`src/rtl/video_pkg.sv`:
```
// Shared timing description types, the VGA 640x480@60 timing constant,
// and the pixel-scale encoding used by video_timing_gen.
package video_pkg;

    // Timing of one raster axis: active, front porch, sync, remainder is back porch.
    typedef struct packed {
        logic [15:0] active;
        logic [15:0] front_porch;
        logic [15:0] sync;
        logic [15:0] total;
        logic        polarity;
    } axis_timing_t;

    typedef struct packed {
        axis_timing_t hor;
        axis_timing_t ver;
    } timing_t;

    localparam timing_t VGA_640x480 = '{
        hor: '{active: 16'd640, front_porch: 16'd16, sync: 16'd96, total: 16'd800, polarity: 1'b0},
        ver: '{active: 16'd480, front_porch: 16'd10, sync: 16'd2,  total: 16'd525, polarity: 1'b0}
    };

    typedef enum logic [1:0] {
        SCALE_1X = 2'd0,
        SCALE_2X = 2'd1,
        SCALE_4X = 2'd2
    } scale_e;

    // Code 3 has no 8x mode behind it; it saturates to 4x.
    function automatic scale_e clamp_scale(input logic [1:0] code);
        return (code >= 2'd2) ? SCALE_4X : scale_e'(code);
    endfunction

endpackage

```
`src/rtl/sync_delay_line.sv`:
```
// Fixed-depth, clock-enabled delay line that realigns hs/vs/de with the
// pixel data fetched LOOKAHEAD cycles earlier from the x/y coordinates.
// There is always one stage more than DEPTH so the outputs are registered
// even when no lead is requested.
module sync_delay_line #(
    parameter int               WIDTH       = 3,
    parameter int               DEPTH       = 2,
    parameter logic [WIDTH-1:0] RESET_VALUE = '0
) (
    input  logic             clk,
    input  logic             rst_n,
    input  logic             ce,
    input  logic [WIDTH-1:0] din,
    output logic [WIDTH-1:0] dout
);

    logic [DEPTH:0][WIDTH-1:0] stage_reg;

    // Shift the chain on every enabled cycle; reset flushes it to the idle levels.
    always_ff @(posedge clk or negedge rst_n) begin
        if (!rst_n) begin
            stage_reg <= {(DEPTH + 1){RESET_VALUE}};
        end else if (ce) begin
            stage_reg[0] <= din;
            for (int i = 1; i <= DEPTH; i++) begin
                stage_reg[i] <= stage_reg[i-1];
            end
        end
    end

    assign dout = stage_reg[DEPTH];

endmodule

```
`src/rtl/video_timing_gen.sv`:
```
// Raster timing generator: h/v counters, scaled source coordinates that lead
// the sync/enable outputs by LOOKAHEAD cycles, a per-frame scale latch, the
// frame-buffer swap strobe and a frame counter.
module video_timing_gen
    import video_pkg::*;
#(
    parameter int   HOR_TOTAL_PIXELS       = int'(VGA_640x480.hor.total),
    parameter int   HOR_ACTIVE_PIXELS      = int'(VGA_640x480.hor.active),
    parameter int   HOR_FRONT_PORCH_PIXELS = int'(VGA_640x480.hor.front_porch),
    parameter int   HOR_SYNC_PIXELS        = int'(VGA_640x480.hor.sync),
    parameter logic HOR_SYNC_POLARITY      = VGA_640x480.hor.polarity,
    parameter int   VER_TOTAL_PIXELS       = int'(VGA_640x480.ver.total),
    parameter int   VER_ACTIVE_PIXELS      = int'(VGA_640x480.ver.active),
    parameter int   VER_FRONT_PORCH_PIXELS = int'(VGA_640x480.ver.front_porch),
    parameter int   VER_SYNC_PIXELS        = int'(VGA_640x480.ver.sync),
    parameter logic VER_SYNC_POLARITY      = VGA_640x480.ver.polarity,
    parameter int   LOOKAHEAD              = 2,
    parameter int   FRAME_CNT_WIDTH        = 16,
    parameter int   X_WIDTH                = $clog2(HOR_ACTIVE_PIXELS),
    parameter int   Y_WIDTH                = $clog2(VER_ACTIVE_PIXELS)
) (
    input  logic                       clk_rgb,
    input  logic                       rst_n,
    input  logic                       ce,
    input  logic [1:0]                 scale,
    output logic [X_WIDTH-1:0]         x,
    output logic [Y_WIDTH-1:0]         y,
    output logic                       hs,
    output logic                       vs,
    output logic                       de,
    output logic                       swap,
    output logic [FRAME_CNT_WIDTH-1:0] frame_cnt,
    output logic [1:0]                 scale_active
);

    localparam int H_W = $clog2(HOR_TOTAL_PIXELS);
    localparam int V_W = $clog2(VER_TOTAL_PIXELS);

    localparam logic [H_W-1:0] H_ACT        = H_W'(HOR_ACTIVE_PIXELS);
    localparam logic [H_W-1:0] H_SYNC_FIRST = H_W'(HOR_ACTIVE_PIXELS + HOR_FRONT_PORCH_PIXELS);
    localparam logic [H_W-1:0] H_SYNC_LAST  = H_W'(HOR_ACTIVE_PIXELS + HOR_FRONT_PORCH_PIXELS + HOR_SYNC_PIXELS - 1);
    localparam logic [H_W-1:0] H_LAST       = H_W'(HOR_TOTAL_PIXELS - 1);

    localparam logic [V_W-1:0] V_ACT        = V_W'(VER_ACTIVE_PIXELS);
    localparam logic [V_W-1:0] V_SYNC_FIRST = V_W'(VER_ACTIVE_PIXELS + VER_FRONT_PORCH_PIXELS);
    localparam logic [V_W-1:0] V_SYNC_LAST  = V_W'(VER_ACTIVE_PIXELS + VER_FRONT_PORCH_PIXELS + VER_SYNC_PIXELS - 1);
    localparam logic [V_W-1:0] V_LAST       = V_W'(VER_TOTAL_PIXELS - 1);
    localparam logic [V_W-1:0] V_LAST_ACT   = V_W'(VER_ACTIVE_PIXELS - 1);

    // Idle levels of {de, vs, hs}, used for reset and to flush the delay line.
    localparam logic [2:0] SYNC_IDLE = {1'b0, ~VER_SYNC_POLARITY, ~HOR_SYNC_POLARITY};

    logic [H_W-1:0]             h_reg;
    logic [V_W-1:0]             v_reg;
    logic [X_WIDTH-1:0]         x_reg;
    logic [Y_WIDTH-1:0]         y_reg;
    scale_e                     scale_reg;
    logic                       swap_reg;
    logic [FRAME_CNT_WIDTH-1:0] frame_cnt_reg;

    logic [H_W-1:0]     h_next;
    logic [V_W-1:0]     v_next;
    logic               last_h;
    logic               last_v;
    logic               frame_wrap;
    logic               swap_next;
    logic               active;
    logic               de_raw;
    logic               hs_raw;
    logic               vs_raw;
    logic [X_WIDTH-1:0] x_next;
    logic [Y_WIDTH-1:0] y_next;
    logic [2:0]         sync_raw;
    logic [2:0]         sync_out;

    // Next raster position: h wraps at end of line and carries into v.
    always_comb begin
        last_h = (h_reg == H_LAST);
        last_v = (v_reg == V_LAST);
        h_next = last_h ? '0 : h_reg + H_W'(1);
        v_next = v_reg;
        if (last_h) begin
            v_next = last_v ? '0 : v_reg + V_W'(1);
        end
    end

    assign frame_wrap = last_h && last_v;
    // Swap fires as the raster steps onto the first blanking line.
    assign swap_next  = last_h && (v_reg == V_LAST_ACT);

    assign active = (h_reg < H_ACT) && (v_reg < V_ACT);
    assign de_raw = active;
    assign hs_raw = ((h_reg >= H_SYNC_FIRST) && (h_reg <= H_SYNC_LAST)) ? HOR_SYNC_POLARITY : ~HOR_SYNC_POLARITY;
    assign vs_raw = ((v_reg >= V_SYNC_FIRST) && (v_reg <= V_SYNC_LAST)) ? VER_SYNC_POLARITY : ~VER_SYNC_POLARITY;

    // Source coordinates for low-resolution frame buffers.
    assign x_next = X_WIDTH'(h_reg >> scale_reg);
    assign y_next = Y_WIDTH'(v_reg >> scale_reg);

    // Raster counters, coordinate registers, scale latch, swap strobe and frame count.
    always_ff @(posedge clk_rgb or negedge rst_n) begin
        if (!rst_n) begin
            h_reg         <= '0;
            v_reg         <= '0;
            x_reg         <= '0;
            y_reg         <= '0;
            scale_reg     <= SCALE_1X;
            swap_reg      <= 1'b0;
            frame_cnt_reg <= '0;
        end else if (ce) begin
            h_reg    <= h_next;
            v_reg    <= v_next;
            swap_reg <= swap_next;
            // Blanking positions keep the last visible address so readers never see out-of-range values.
            if (active) begin
                x_reg <= x_next;
                y_reg <= y_next;
            end
            // The new scale must apply to the whole next frame, so it is taken only at the wrap.
            if (frame_wrap) begin
                scale_reg <= clamp_scale(scale);
            end
            if (swap_next) begin
                frame_cnt_reg <= frame_cnt_reg + FRAME_CNT_WIDTH'(1);
            end
        end
    end

    assign sync_raw = {de_raw, vs_raw, hs_raw};

    sync_delay_line #(
        .WIDTH       (3),
        .DEPTH       (LOOKAHEAD),
        .RESET_VALUE (SYNC_IDLE)
    ) u_sync_delay (
        .clk   (clk_rgb),
        .rst_n (rst_n),
        .ce    (ce),
        .din   (sync_raw),
        .dout  (sync_out)
    );

    assign de           = sync_out[2];
    assign vs           = sync_out[1];
    assign hs           = sync_out[0];
    assign x            = x_reg;
    assign y            = y_reg;
    assign swap         = swap_reg;
    assign frame_cnt    = frame_cnt_reg;
    assign scale_active = scale_reg;

endmodule

```
`config.mk`:
```
export PLATFORM = sky130hd
export DESIGN_NAME = video_timing_gen
export DESIGN_NICKNAME = d
export VERILOG_FILES = /design/src/rtl/video_pkg.sv /design/src/rtl/sync_delay_line.sv /design/src/rtl/video_timing_gen.sv
export SDC_FILE = /design/constraint.sdc
export NUM_CORES = 1
export LEC_CHECK = 0
export CORE_MARGIN = 2
export CORE_UTILIZATION = 34
export DETAILED_ROUTE_END_ITERATION = 16
export PLACE_DENSITY = 0.51
export SLEW_MARGIN = 20
export SYNTH_ARGS = -nofsm -noshare
export SYNTH_HDL_FRONTEND = slang
export SYNTH_SLANG_ARGS = --single-unit
export TNS_END_PERCENT = 1
```
`constraint.sdc`:
```
create_clock -name clk_rgb -period 5.3 [get_ports clk_rgb]
set_input_delay 0.53 -clock clk_rgb [delete_from_list [all_inputs] [get_ports clk_rgb]]
set_output_delay 0.53 -clock clk_rgb [all_outputs]
set_load 0.02 [all_outputs]
```
Word-level counts from Yosys, hierarchy flattened
Cells that the tools add are included.
{"block": "classes", "bitwise": 0, "div_mod_pow": 0, "mul": 0, "n_shift": 2, "eq_ne": 3, "n_lt_le_gt_ge": 7, "add_sub_neg": 3, "n_reduce_logical": 9, "n_mux": 5}
{"op": "adder 10 x 1 -> 10 bit, second input constant", "count": 2}
{"op": "equality test 10 bit, second input constant", "count": 2}
{"op": "two-way mux 10 bit", "count": 2}
{"op": "adder 16 x 1 -> 16 bit, second input constant", "count": 1}
{"op": "equality test 10 x 9 -> 1 bit, second input constant", "count": 1}
{"op": ">= comparator 10 bit, second input constant", "count": 1}
{"op": ">= comparator 10 x 9 -> 1 bit, second input constant", "count": 1}
{"op": "less-or-equal comparator 10 bit, second input constant", "count": 1}
{"op": "less-or-equal comparator 10 x 9 -> 1 bit, second input constant", "count": 1}
{"op": "less-than comparator 10 bit, second input constant", "count": 1}
{"op": "less-than comparator 10 x 9 -> 1 bit, second input constant", "count": 1}
{"op": "right shift 10 x 2 -> 10 bit", "count": 1}
{"op": "right shift 10 x 2 -> 9 bit", "count": 1}
{"op": "AND reduction 2 bit", "count": 4}
{"op": "logical AND 1 bit", "count": 5}
{"op": ">= comparator 2 bit, second input constant", "count": 1}
{"op": "two-way mux 1 bit", "count": 2}
{"op": "two-way mux 2 bit", "count": 1}
{"block": "word_totals", "latchBits": 0, "elab_cells": 39, "mem_bits_rw": 0, "mem_count": 0, "inputBits": 5, "rom_bits": 0, "ff_bits": 67}

Logic depth before layout (Yosys ltp)
Gate-level depths: netlist of the first run.
{"block": "logic_depth", "ltp_word": 3, "depth_mapped": 7, "mapped_depth_nobuf": 6}

Modules after synthesis
Synthesis of the first run repeated with hierarchy kept, for this count alone.
{"block": "unflattened", "cells_unflattened": 338, "area_unflattened_um2": 3395.8}
{"module": "video_timing_gen", "cells_per_inst": 316, "area_per_inst_um2": 2994.1, "seq_area_each_um2": 1451.4, "n_inst": 1}
{"module": "sync_delay_line", "cells_per_inst": 22, "area_per_inst_um2": 401.6, "seq_area_each_um2": 232.7, "n_inst": 1}

Least setup slack after synthesis of the first run
No wires, ideal clock.
{"block": "synth_timing", "kind": "reg2reg", "start": "register h_reg[7]", "end": "register frame_cnt_reg[13], in the netlist frame_cnt[13]", "path_stages_with_launch": 8, "t_arrival_ns": 2.181, "required_ns": 5.220, "n_path_buf": 3, "period_less_slack_ns": 2.261, "setup_slack_ns": 3.039, "cell_sequence": "dfrtp_1 buf_6 or4b_4 buf_6 or4_4 buf_6 nor4_1 xnor2_1"}
{"block": "synth_between", "elab_chain_cells": 3}
{"element": "from (decl)", "line": "video_timing_gen.sv:53", "source": "logic [H_W-1:0] h_reg;"}
{"element": "from (signal assigned)", "line": "video_timing_gen.sv:111", "source": "h_reg <= h_next;"}
{"element": "equality test 10 bit", "line": "video_timing_gen.sv:78", "source": "last_h = (h_reg == H_LAST);"}
{"element": "logical AND 1 bit", "line": "video_timing_gen.sv:89", "source": "assign swap_next = last_h && (v_reg == V_LAST_ACT);"}
{"element": "AND reduction 2 bit (no source line)"}
{"element": "to (signal assigned)", "line": "video_timing_gen.sv:124", "source": "frame_cnt_reg <= frame_cnt_reg + FRAME_CNT_WIDTH'(1);"}
{"element": "to (decl)", "line": "video_timing_gen.sv:59", "source": "logic [FRAME_CNT_WIDTH-1:0] frame_cnt_reg;"}
No other way between the ends.
A chain may end at the register's enable or synchronous reset.

Worst setup path after layout of the first run
{"block": "layout_timing", "start": "input ce", "end": "register frame_cnt_reg[1], in the netlist frame_cnt[1]"}
{"block": "layout_between", "elab_chain_cells": 1}
{"element": "from (decl)", "line": "video_timing_gen.sv:24", "source": "input logic ce,"}
{"element": "AND reduction 2 bit (no source line)"}
No other way between the ends.

==> results of run 1 <==
-- power by group --
| group | switching (mW) | internal (mW) | total [mW] |
|---|---|---|---|
| sequential | 0.0639 | 0.552 | 0.616 |
| clock | 0.202 | 0.274 | 0.476 |
| combinational | 0.0843 | 0.0964 | 0.181 |
| total | 0.350 | 0.922 | 1.27 |
-- per-stage QoR --
stage	cell area, um^2	instances	util (%)	total power [mW]
3_5_place_dp	3973	473	40.46	0.8099
6_report	4188	488	42.65	1.273
3_3_place_gp	3973	473	40.46	0.8079
5_1_grt	4188	488	42.65	1.337
2_1_floorplan	3466	319	-	0.7282
4_1_cts	4188	488	42.65	1.290
-- layer usage --
layer	wire length [um]	GRT usage (%)
met3	271	2.620
met2	3529	22.87
met1	3524	19.16
met4	136	6.857
met5	0	0
-- layout make-up --
| type | instances | share of cell area [%] |
|---|---|---|
| Clock buffer | 10 | 3.287 |
| Clock inverter | 5 | 1.852 |
| Inverter | 10 | 0.8963 |
| Multi-Input combinational cell | 215 | 38.60 |
| Sequential cell | 67 | 40.22 |
| Tap cell | 133 | 3.974 |
| Timing Repair Buffer | 48 | 11.17 |
-- cell usage after synthesis, types with 6 or more instances --
master / number
xor2_1: 12
mux2_2: 21
nand2_1: 20
o21ai_0: 14
dfrtp_1: 61
mux2i_1: 7
nor4_1: 12
inv_1: 10
a21oi_1: 6
nor3_1: 11
xnor2_1: 17
dfstp_2: 6
nor2_1: 16
nand3_1: 16
mux4_2: 8
nand4_1: 15
clkbuf_1: 21
-- worst reg2reg max path, delay by kind of cell, from the launching register on --
kind / cells / cell delay, ns
flip-flops: 1 / 0.52
AND/OR/NAND/NOR: 3 / 1.65
XOR/XNOR: 1 / 0.17
-- cells by family after synthesis --
group	count (synthesis)	synth area share [%]
simple gates	112	17.69
flops	67	48.59
buf+inv	37	4.766
mux	36	14.04
compound gates	33	5.776
xor+xnor	29	7.328
fa+ha+maj	5	1.805
-- how the worst min path moves through the flow --
stage,from,to,slack (ns),cells after the start
finish,rst_n,y[4],0.37,2
global route,rst_n,frame_cnt[8],0.47,2
CTS,rst_n,y[3],0.42,2
detailed placement,frame_cnt[15],frame_cnt[15],0.46,1
global placement,frame_cnt[15],frame_cnt[15],0.45,1
floorplan,rst_n,frame_cnt[0],0.23,0
==> run_summary.xml, run 1 <==
<?xml version="1.0" encoding="UTF-8"?>
<metrics>
  <group name="synth">
    <metric name="postSynthNetCount" unit="">329</metric>
    <metric name="post-synth-top-area-fraction" unit="%">44.04</metric>
    <metric name="syn_area_per_cell" unit="um^2">10.86</metric>
    <metric name="synth.largest_area_cell" unit="">dfrtp_1</metric>
    <metric name="ys.warnings.count" unit="">0</metric>
    <metric name="synth.top_cells.by_area" unit="">dfrtp_1 (44%), mux2_2 (6.8%), mux4_2 (5.2%)</metric>
    <metric name="postSynth.asyncResetShare" unit="%">100.0</metric>
    <metric name="synth-seq-area-share" unit="%">48.59</metric>
    <metric name="syn-cell-area" unit="um^2">3466</metric>
    <metric name="synth_cell_types" unit="">42</metric>
    <metric name="yosys_register_bits" unit="">67</metric>
    <metric name="postSynth.topFlopCell" unit="">dfrtp_1</metric>
    <metric name="synth-edff-count" unit="">0</metric>
    <metric name="syn_inst" unit="">319</metric>
  </group>
  <group name="routing">
    <metric name="via_to_cell_ratio" unit="">5.168</metric>
    <metric name="dr.pass1.iters" unit="">4</metric>
    <metric name="detail_route.wl_per_cell" unit="um">15.29</metric>
    <metric name="route.antenna.remaining_nets" unit="">0</metric>
    <metric name="route.vias.total" unit="">2522</metric>
    <metric name="first_iter_violations" unit="">60</metric>
    <metric name="wirelength" unit="um">7461</metric>
    <metric name="residual_drc_count" unit="">0</metric>
  </group>
  <group name="worst_setup_path">
    <metric name="critical_path_class" unit="">input pin to register</metric>
    <metric name="worst_setup_path_start_kind" unit="">input pin</metric>
    <metric name="worst_path_largest_cell_delay" unit="ns">0.96</metric>
    <metric name="worstPathBufferInverterCount" unit="">1</metric>
    <metric name="critical_path_arrival" unit="ns">3.03</metric>
    <metric name="worst_path_max_delay_cell" unit="">clkdlybuf4s50_1</metric>
    <metric name="worstSetupPathDepth" unit="">5</metric>
    <metric name="top_family_by_delay_on_critical_path" unit="">simple AND/OR/NAND/NOR gates</metric>
    <metric name="critPathCapture" unit="">frame_cnt[1]</metric>
    <metric name="regToRegSetupSlack" unit="ns">2.91</metric>
    <metric name="timing.critical_path.to_type" unit="">register</metric>
    <metric name="first_element_of_the_critical_path" unit="">ce</metric>
    <metric name="r2r-end" unit="">frame_cnt[13]</metric>
    <metric name="reg2regPathDepth" unit="">4</metric>
    <metric name="worst-path-max-fanout" unit="">22</metric>
    <metric name="timing.critical_path.cells" unit="">clkdlybuf4s50_1, nand4_1, nor4_2, nand2_1, mux2_2</metric>
    <metric name="worstPathRequired" unit="ns">5.53</metric>
    <metric name="regToRegStartpoint" unit="">h_reg[5]</metric>
  </group>
  <group name="global_route">
    <metric name="grt-ovfl-total" unit="">0</metric>
    <metric name="grt_max_degree" unit="">68</metric>
    <metric name="first_global_vias" unit="">2472</metric>
    <metric name="grt_first_pass_wirelength" unit="um">12720</metric>
    <metric name="gr-usage-all-layers" unit="%">14.47</metric>
    <metric name="antenna_found_initial" unit="">0</metric>
  </group>
  <group name="clock_network">
    <metric name="cts_tree" unit="">done</metric>
    <metric name="cts_resized" unit="">0</metric>
    <metric name="cts_htree_levels" unit="">3</metric>
    <metric name="clockRootBuffer" unit="">clkbuf_8</metric>
    <metric name="max-clock-path-buffers" unit="">2</metric>
    <metric name="ctsHoldBuffers" unit="">0</metric>
    <metric name="clock_insertion_delay_worst_skew" unit="ns">0.35</metric>
    <metric name="cts_setup_buffers" unit="">0</metric>
    <metric name="tritoncts.num_buffers" unit="">9</metric>
    <metric name="clk_pin_slew_worst_paths" unit="ns">0.07</metric>
    <metric name="cts.sinks" unit="">67</metric>
  </group>
  <group name="floorplanning">
    <metric name="i_o_pin_count" unit="">46</metric>
    <metric name="fp.dieArea" unit="um^2">11020</metric>
    <metric name="fp-row-count" unit="">36</metric>
    <metric name="fp.dieW" unit="um">105.0</metric>
    <metric name="core_region_area" unit="um^2">9819</metric>
    <metric name="die_y" unit="um">105.0</metric>
    <metric name="effective_utilization_at_floorplan" unit="%">35.30</metric>
  </group>
  <group name="placement">
    <metric name="place.detailed.hpwl" unit="um">4916</metric>
    <metric name="portBuffers" unit="">45</metric>
    <metric name="routabilityCongestion" unit="">0.8196</metric>
    <metric name="pre_cts_ws" unit="ns">2.114</metric>
  </group>
  <group name="power">
    <metric name="power_leakage" unit="nW">1.713</metric>
    <metric name="worst_ir_drop_vdd" unit="V">0.0001679</metric>
    <metric name="powerDensity" unit="nW/um^2">303.9</metric>
  </group>
  <group name="cells_and_area">
    <metric name="most-common-layout-cells" unit="">dfrtp_1 (61), clkdlybuf4s50_1 (44), mux2_2 (21)</metric>
    <metric name="number_of_flip_flops_under_the_largest_register_name" unit="">16</metric>
    <metric name="fill_cells" unit="">1004</metric>
    <metric name="syn2layout_area_growth" unit="%">20.83</metric>
    <metric name="design.final.nets" unit="">361</metric>
    <metric name="layout.area.seq" unit="um^2">1684</metric>
    <metric name="antenna_cells_inserted" unit="">0</metric>
    <metric name="layout_commonest_cell" unit="">dfrtp_1</metric>
    <metric name="drive_above_1_share" unit="%">16.34</metric>
    <metric name="combined_area_of_the_multi_input_logic_cells" unit="um^2">1617</metric>
  </group>
  <group name="timing">
    <metric name="layout_worst_path_cycle_share" unit="%">52.81</metric>
    <metric name="finalSetupViolCount" unit="">0</metric>
    <metric name="tightestPinTransition" unit="ns">0.9394</metric>
    <metric name="final_period_minus_worst_setup_slack" unit="ns">2.799</metric>
    <metric name="timing.max_slew.rel_slack" unit="%">37.38</metric>
    <metric name="fmax" unit="MHz">357.3</metric>
    <metric name="whs" unit="ns">0.3746</metric>
    <metric name="finalHoldViolations" unit="">0</metric>
    <metric name="grt_setup_unrepaired" unit="">no</metric>
    <metric name="timing.final.ws_setup" unit="ns">2.501</metric>
    <metric name="fin_skew" unit="ns">0.01293</metric>
    <metric name="maxSlewViolCount" unit="">0</metric>
    <metric name="tns" unit="ns">0</metric>
  </group>
  <group name="worst_hold_path">
    <metric name="worstHoldPathType" unit="">input pin to asynchronous set/reset pin</metric>
  </group>
  <group name="run_status">
    <metric name="status" unit="">finished, final reports clean</metric>
  </group>
  <group name="job">
    <metric name="maxCapViolations" unit="">0</metric>
  </group>
</metrics>
(Power assumes the default switching activity.)
==> run 2: changes to the inputs <==
==> constraint.sdc (replaced) <==
create_clock -name clk_rgb -period 2.88 [get_ports clk_rgb]
set_input_delay 0.288 -clock clk_rgb [delete_from_list [all_inputs] [get_ports clk_rgb]]
set_output_delay 0.288 -clock clk_rgb [all_outputs]
set_load 0.02 [all_outputs]
==> run_summary.xml, run 2 (synthesis gave the netlist of run 1 again) <==
<?xml version="1.0" encoding="UTF-8"?>
<metrics>
  <group name="run_status">
    <metric name="status" unit="">finished, final reports clean</metric>
  </group>
  <group name="worst_setup_path">
    <metric name="worstPathBufferInverterCount" unit="">0</metric>
    <metric name="reg2regPathDepth" unit="">4</metric>
    <metric name="regToRegSetupSlack" unit="ns">0.53</metric>
    <metric name="critical_path_class" unit="">register to register</metric>
    <metric name="timing.critical_path.cells" unit="">or4b_4, or4_4, nor4_1, xnor2_1</metric>
    <metric name="worst-path-max-fanout" unit="">12</metric>
    <metric name="timing.critical_path.to_type" unit="">register</metric>
    <metric name="r2r-end" unit="">frame_cnt[13]</metric>
    <metric name="worst_setup_path_start_kind" unit="">register</metric>
    <metric name="worst_path_max_delay_cell" unit="">or4b_4</metric>
    <metric name="worstPathRequired" unit="ns">3.15</metric>
    <metric name="worst_path_largest_cell_delay" unit="ns">0.66</metric>
    <metric name="critical_path_arrival" unit="ns">2.62</metric>
    <metric name="first_element_of_the_critical_path" unit="">h_reg[5]</metric>
    <metric name="top_family_by_delay_on_critical_path" unit="">simple AND/OR/NAND/NOR gates</metric>
    <metric name="worstSetupPathDepth" unit="">4</metric>
    <metric name="regToRegStartpoint" unit="">h_reg[5]</metric>
    <metric name="critPathCapture" unit="">frame_cnt[13]</metric>
  </group>
  <group name="timing">
    <metric name="grt_setup_unrepaired" unit="">no</metric>
    <metric name="tns" unit="ns">0</metric>
    <metric name="timing.final.ws_setup" unit="ns">0.5339</metric>
    <metric name="final_period_minus_worst_setup_slack" unit="ns">2.346</metric>
    <metric name="finalSetupViolCount" unit="">0</metric>
    <metric name="whs" unit="ns">0.4646</metric>
    <metric name="layout_worst_path_cycle_share" unit="%">81.46</metric>
    <metric name="timing.max_slew.rel_slack" unit="%">46.31</metric>
    <metric name="maxSlewViolCount" unit="">0</metric>
    <metric name="finalHoldViolations" unit="">0</metric>
    <metric name="fmax" unit="MHz">426.2</metric>
    <metric name="tightestPinTransition" unit="ns">0.8053</metric>
    <metric name="fin_skew" unit="ns">0.01680</metric>
  </group>
  <group name="power">
    <metric name="p_sw_share" unit="%">28.64</metric>
    <metric name="combinationalPowerShare" unit="%">15.3</metric>
    <metric name="powerDensity" unit="nW/um^2">529.2</metric>
    <metric name="power_leakage" unit="nW">1.736</metric>
    <metric name="internal_power" unit="mW">1.594</metric>
    <metric name="p_total" unit="mW">2.233</metric>
    <metric name="sequentialPowerShare" unit="%">50.5</metric>
    <metric name="clockPowerShare" unit="%">34.2</metric>
    <metric name="p_sw" unit="uW">639.7</metric>
    <metric name="worst_ir_drop_vdd" unit="V">0.0003492</metric>
  </group>
  <group name="cells_and_area">
    <metric name="antenna_cells_inserted" unit="">0</metric>
    <metric name="fill_cells" unit="">998</metric>
    <metric name="finalInstanceArea" unit="um^2">4220</metric>
    <metric name="postLayoutCoreUtil" unit="%">42.98</metric>
    <metric name="most-common-layout-cells" unit="">dfrtp_1 (61), clkdlybuf4s50_1 (44), mux2_2 (21)</metric>
    <metric name="drive_above_1_share" unit="%">17.91</metric>
    <metric name="layout.area.seq" unit="um^2">1684</metric>
    <metric name="syn2layout_area_growth" unit="%">21.77</metric>
    <metric name="layout.cells.non_filler" unit="">496</metric>
    <metric name="number_of_flip_flops_under_the_largest_register_name" unit="">16</metric>
    <metric name="design.final.nets" unit="">368</metric>
    <metric name="combined_area_of_the_multi_input_logic_cells" unit="um^2">1617</metric>
    <metric name="layout_commonest_cell" unit="">dfrtp_1</metric>
  </group>
  <group name="floorplanning">
    <metric name="fp-row-count" unit="">36</metric>
    <metric name="i_o_pin_count" unit="">46</metric>
    <metric name="effective_utilization_at_floorplan" unit="%">35.30</metric>
    <metric name="die_y" unit="um">105.0</metric>
    <metric name="fp.dieArea" unit="um^2">11020</metric>
    <metric name="core_region_area" unit="um^2">9819</metric>
    <metric name="fp.dieW" unit="um">105.0</metric>
  </group>
  <group name="global_route">
    <metric name="gr-usage-all-layers" unit="%">14.25</metric>
    <metric name="grt_max_degree" unit="">29</metric>
    <metric name="grt-ovfl-total" unit="">0</metric>
    <metric name="grt_first_pass_wirelength" unit="um">12610</metric>
    <metric name="antenna_found_initial" unit="">0</metric>
    <metric name="first_global_vias" unit="">2506</metric>
  </group>
  <group name="routing">
    <metric name="first_iter_violations" unit="">98</metric>
    <metric name="dr.pass1.iters" unit="">4</metric>
    <metric name="route.antenna.remaining_nets" unit="">0</metric>
    <metric name="route.vias.total" unit="">2508</metric>
    <metric name="via_to_cell_ratio" unit="">5.056</metric>
    <metric name="wirelength" unit="um">7321</metric>
    <metric name="residual_drc_count" unit="">0</metric>
    <metric name="detail_route.wl_per_cell" unit="um">14.76</metric>
  </group>
  <group name="placement">
    <metric name="placed_cells" unit="">479</metric>
    <metric name="placedInstanceArea" unit="um^2">4018</metric>
    <metric name="place.detailed.hpwl" unit="um">5173</metric>
    <metric name="routabilityCongestion" unit="">0.7739</metric>
    <metric name="portBuffers" unit="">45</metric>
    <metric name="pre_cts_ws" unit="ns">0.5390</metric>
  </group>
  <group name="clock_network">
    <metric name="clockRootBuffer" unit="">clkbuf_8</metric>
    <metric name="tritoncts.num_buffers" unit="">9</metric>
    <metric name="max-clock-path-buffers" unit="">2</metric>
    <metric name="cts_htree_levels" unit="">3</metric>
    <metric name="clock_insertion_delay_worst_skew" unit="ns">0.35</metric>
    <metric name="cts_tree" unit="">done</metric>
    <metric name="ctsHoldBuffers" unit="">1</metric>
    <metric name="cts.sinks" unit="">67</metric>
    <metric name="cts_setup_buffers" unit="">0</metric>
    <metric name="cts_resized" unit="">0</metric>
    <metric name="clk_pin_slew_worst_paths" unit="ns">0.08</metric>
  </group>
  <group name="job">
    <metric name="maxCapViolations" unit="">0</metric>
  </group>
  <group name="worst_hold_path">
    <metric name="worstHoldPathType" unit="">input pin to asynchronous set/reset pin</metric>
  </group>
</metrics>
run 2: cell types whose count changed in the layout (fill, tap and decap cells not counted), sizes merged:
| cell | before | now |
|---|---|---|
| clkinvlp | 1 | 2 |
| clkbuf | 10 | 9 |
| buf | 4 | 10 |
| clkinv | 2 | 4 |
| dlygate4sd3 | 0 | 1 |
| bufinv | 2 | 1 |
run 2: worst min path at each step:
stage,from,end,slack (ns)
after floorplan,rst_n,frame_cnt[0],-0.008
after global placement,rst_n,y[3],0.31
after detailed placement,rst_n,y[3],0.31
after CTS,rst_n,y[3],0.48
after global routing,x[6],x[6],0.50
final,rst_n,y[3],0.46
run 2: power groups by stage:
| stage | clock network (mW) | logic (mW) | registers, mW |
|---|---|---|---|
| final | 0.764 | 0.342 | 1.13 |
| after CTS | 0.794 | 0.350 | 1.13 |
| after detailed placement | 0 | 0.346 | 1.15 |
| after global routing | 0.831 | 0.382 | 1.15 |
| after global placement | 0 | 0.344 | 1.14 |
| after floorplan | 0 | 0.222 | 1.12 |
run 2: per-layer routing:
layer | up-vias | part of all wire [%] | GRT usage (%)
met1 | 1233 | 45 | 17.93
met5 | - | 0 | 0
met2 | 46 | 50 | 23.79
li1 | 1221 | - | -
met3 | 8 | 4.1 | 3.993
met4 | 0 | 1.1 | 4.286
run 2: layout make-up:
cell class                 instances  share of cell area [%]
inverter                          10                  0.8894
tap                              133                   3.943
clock buffer                       9                   2.935
clock inverter                     7                   1.631
multi-input combinational        215                   38.30
timing repair buffer              55                   12.39
sequential                        67                   39.91
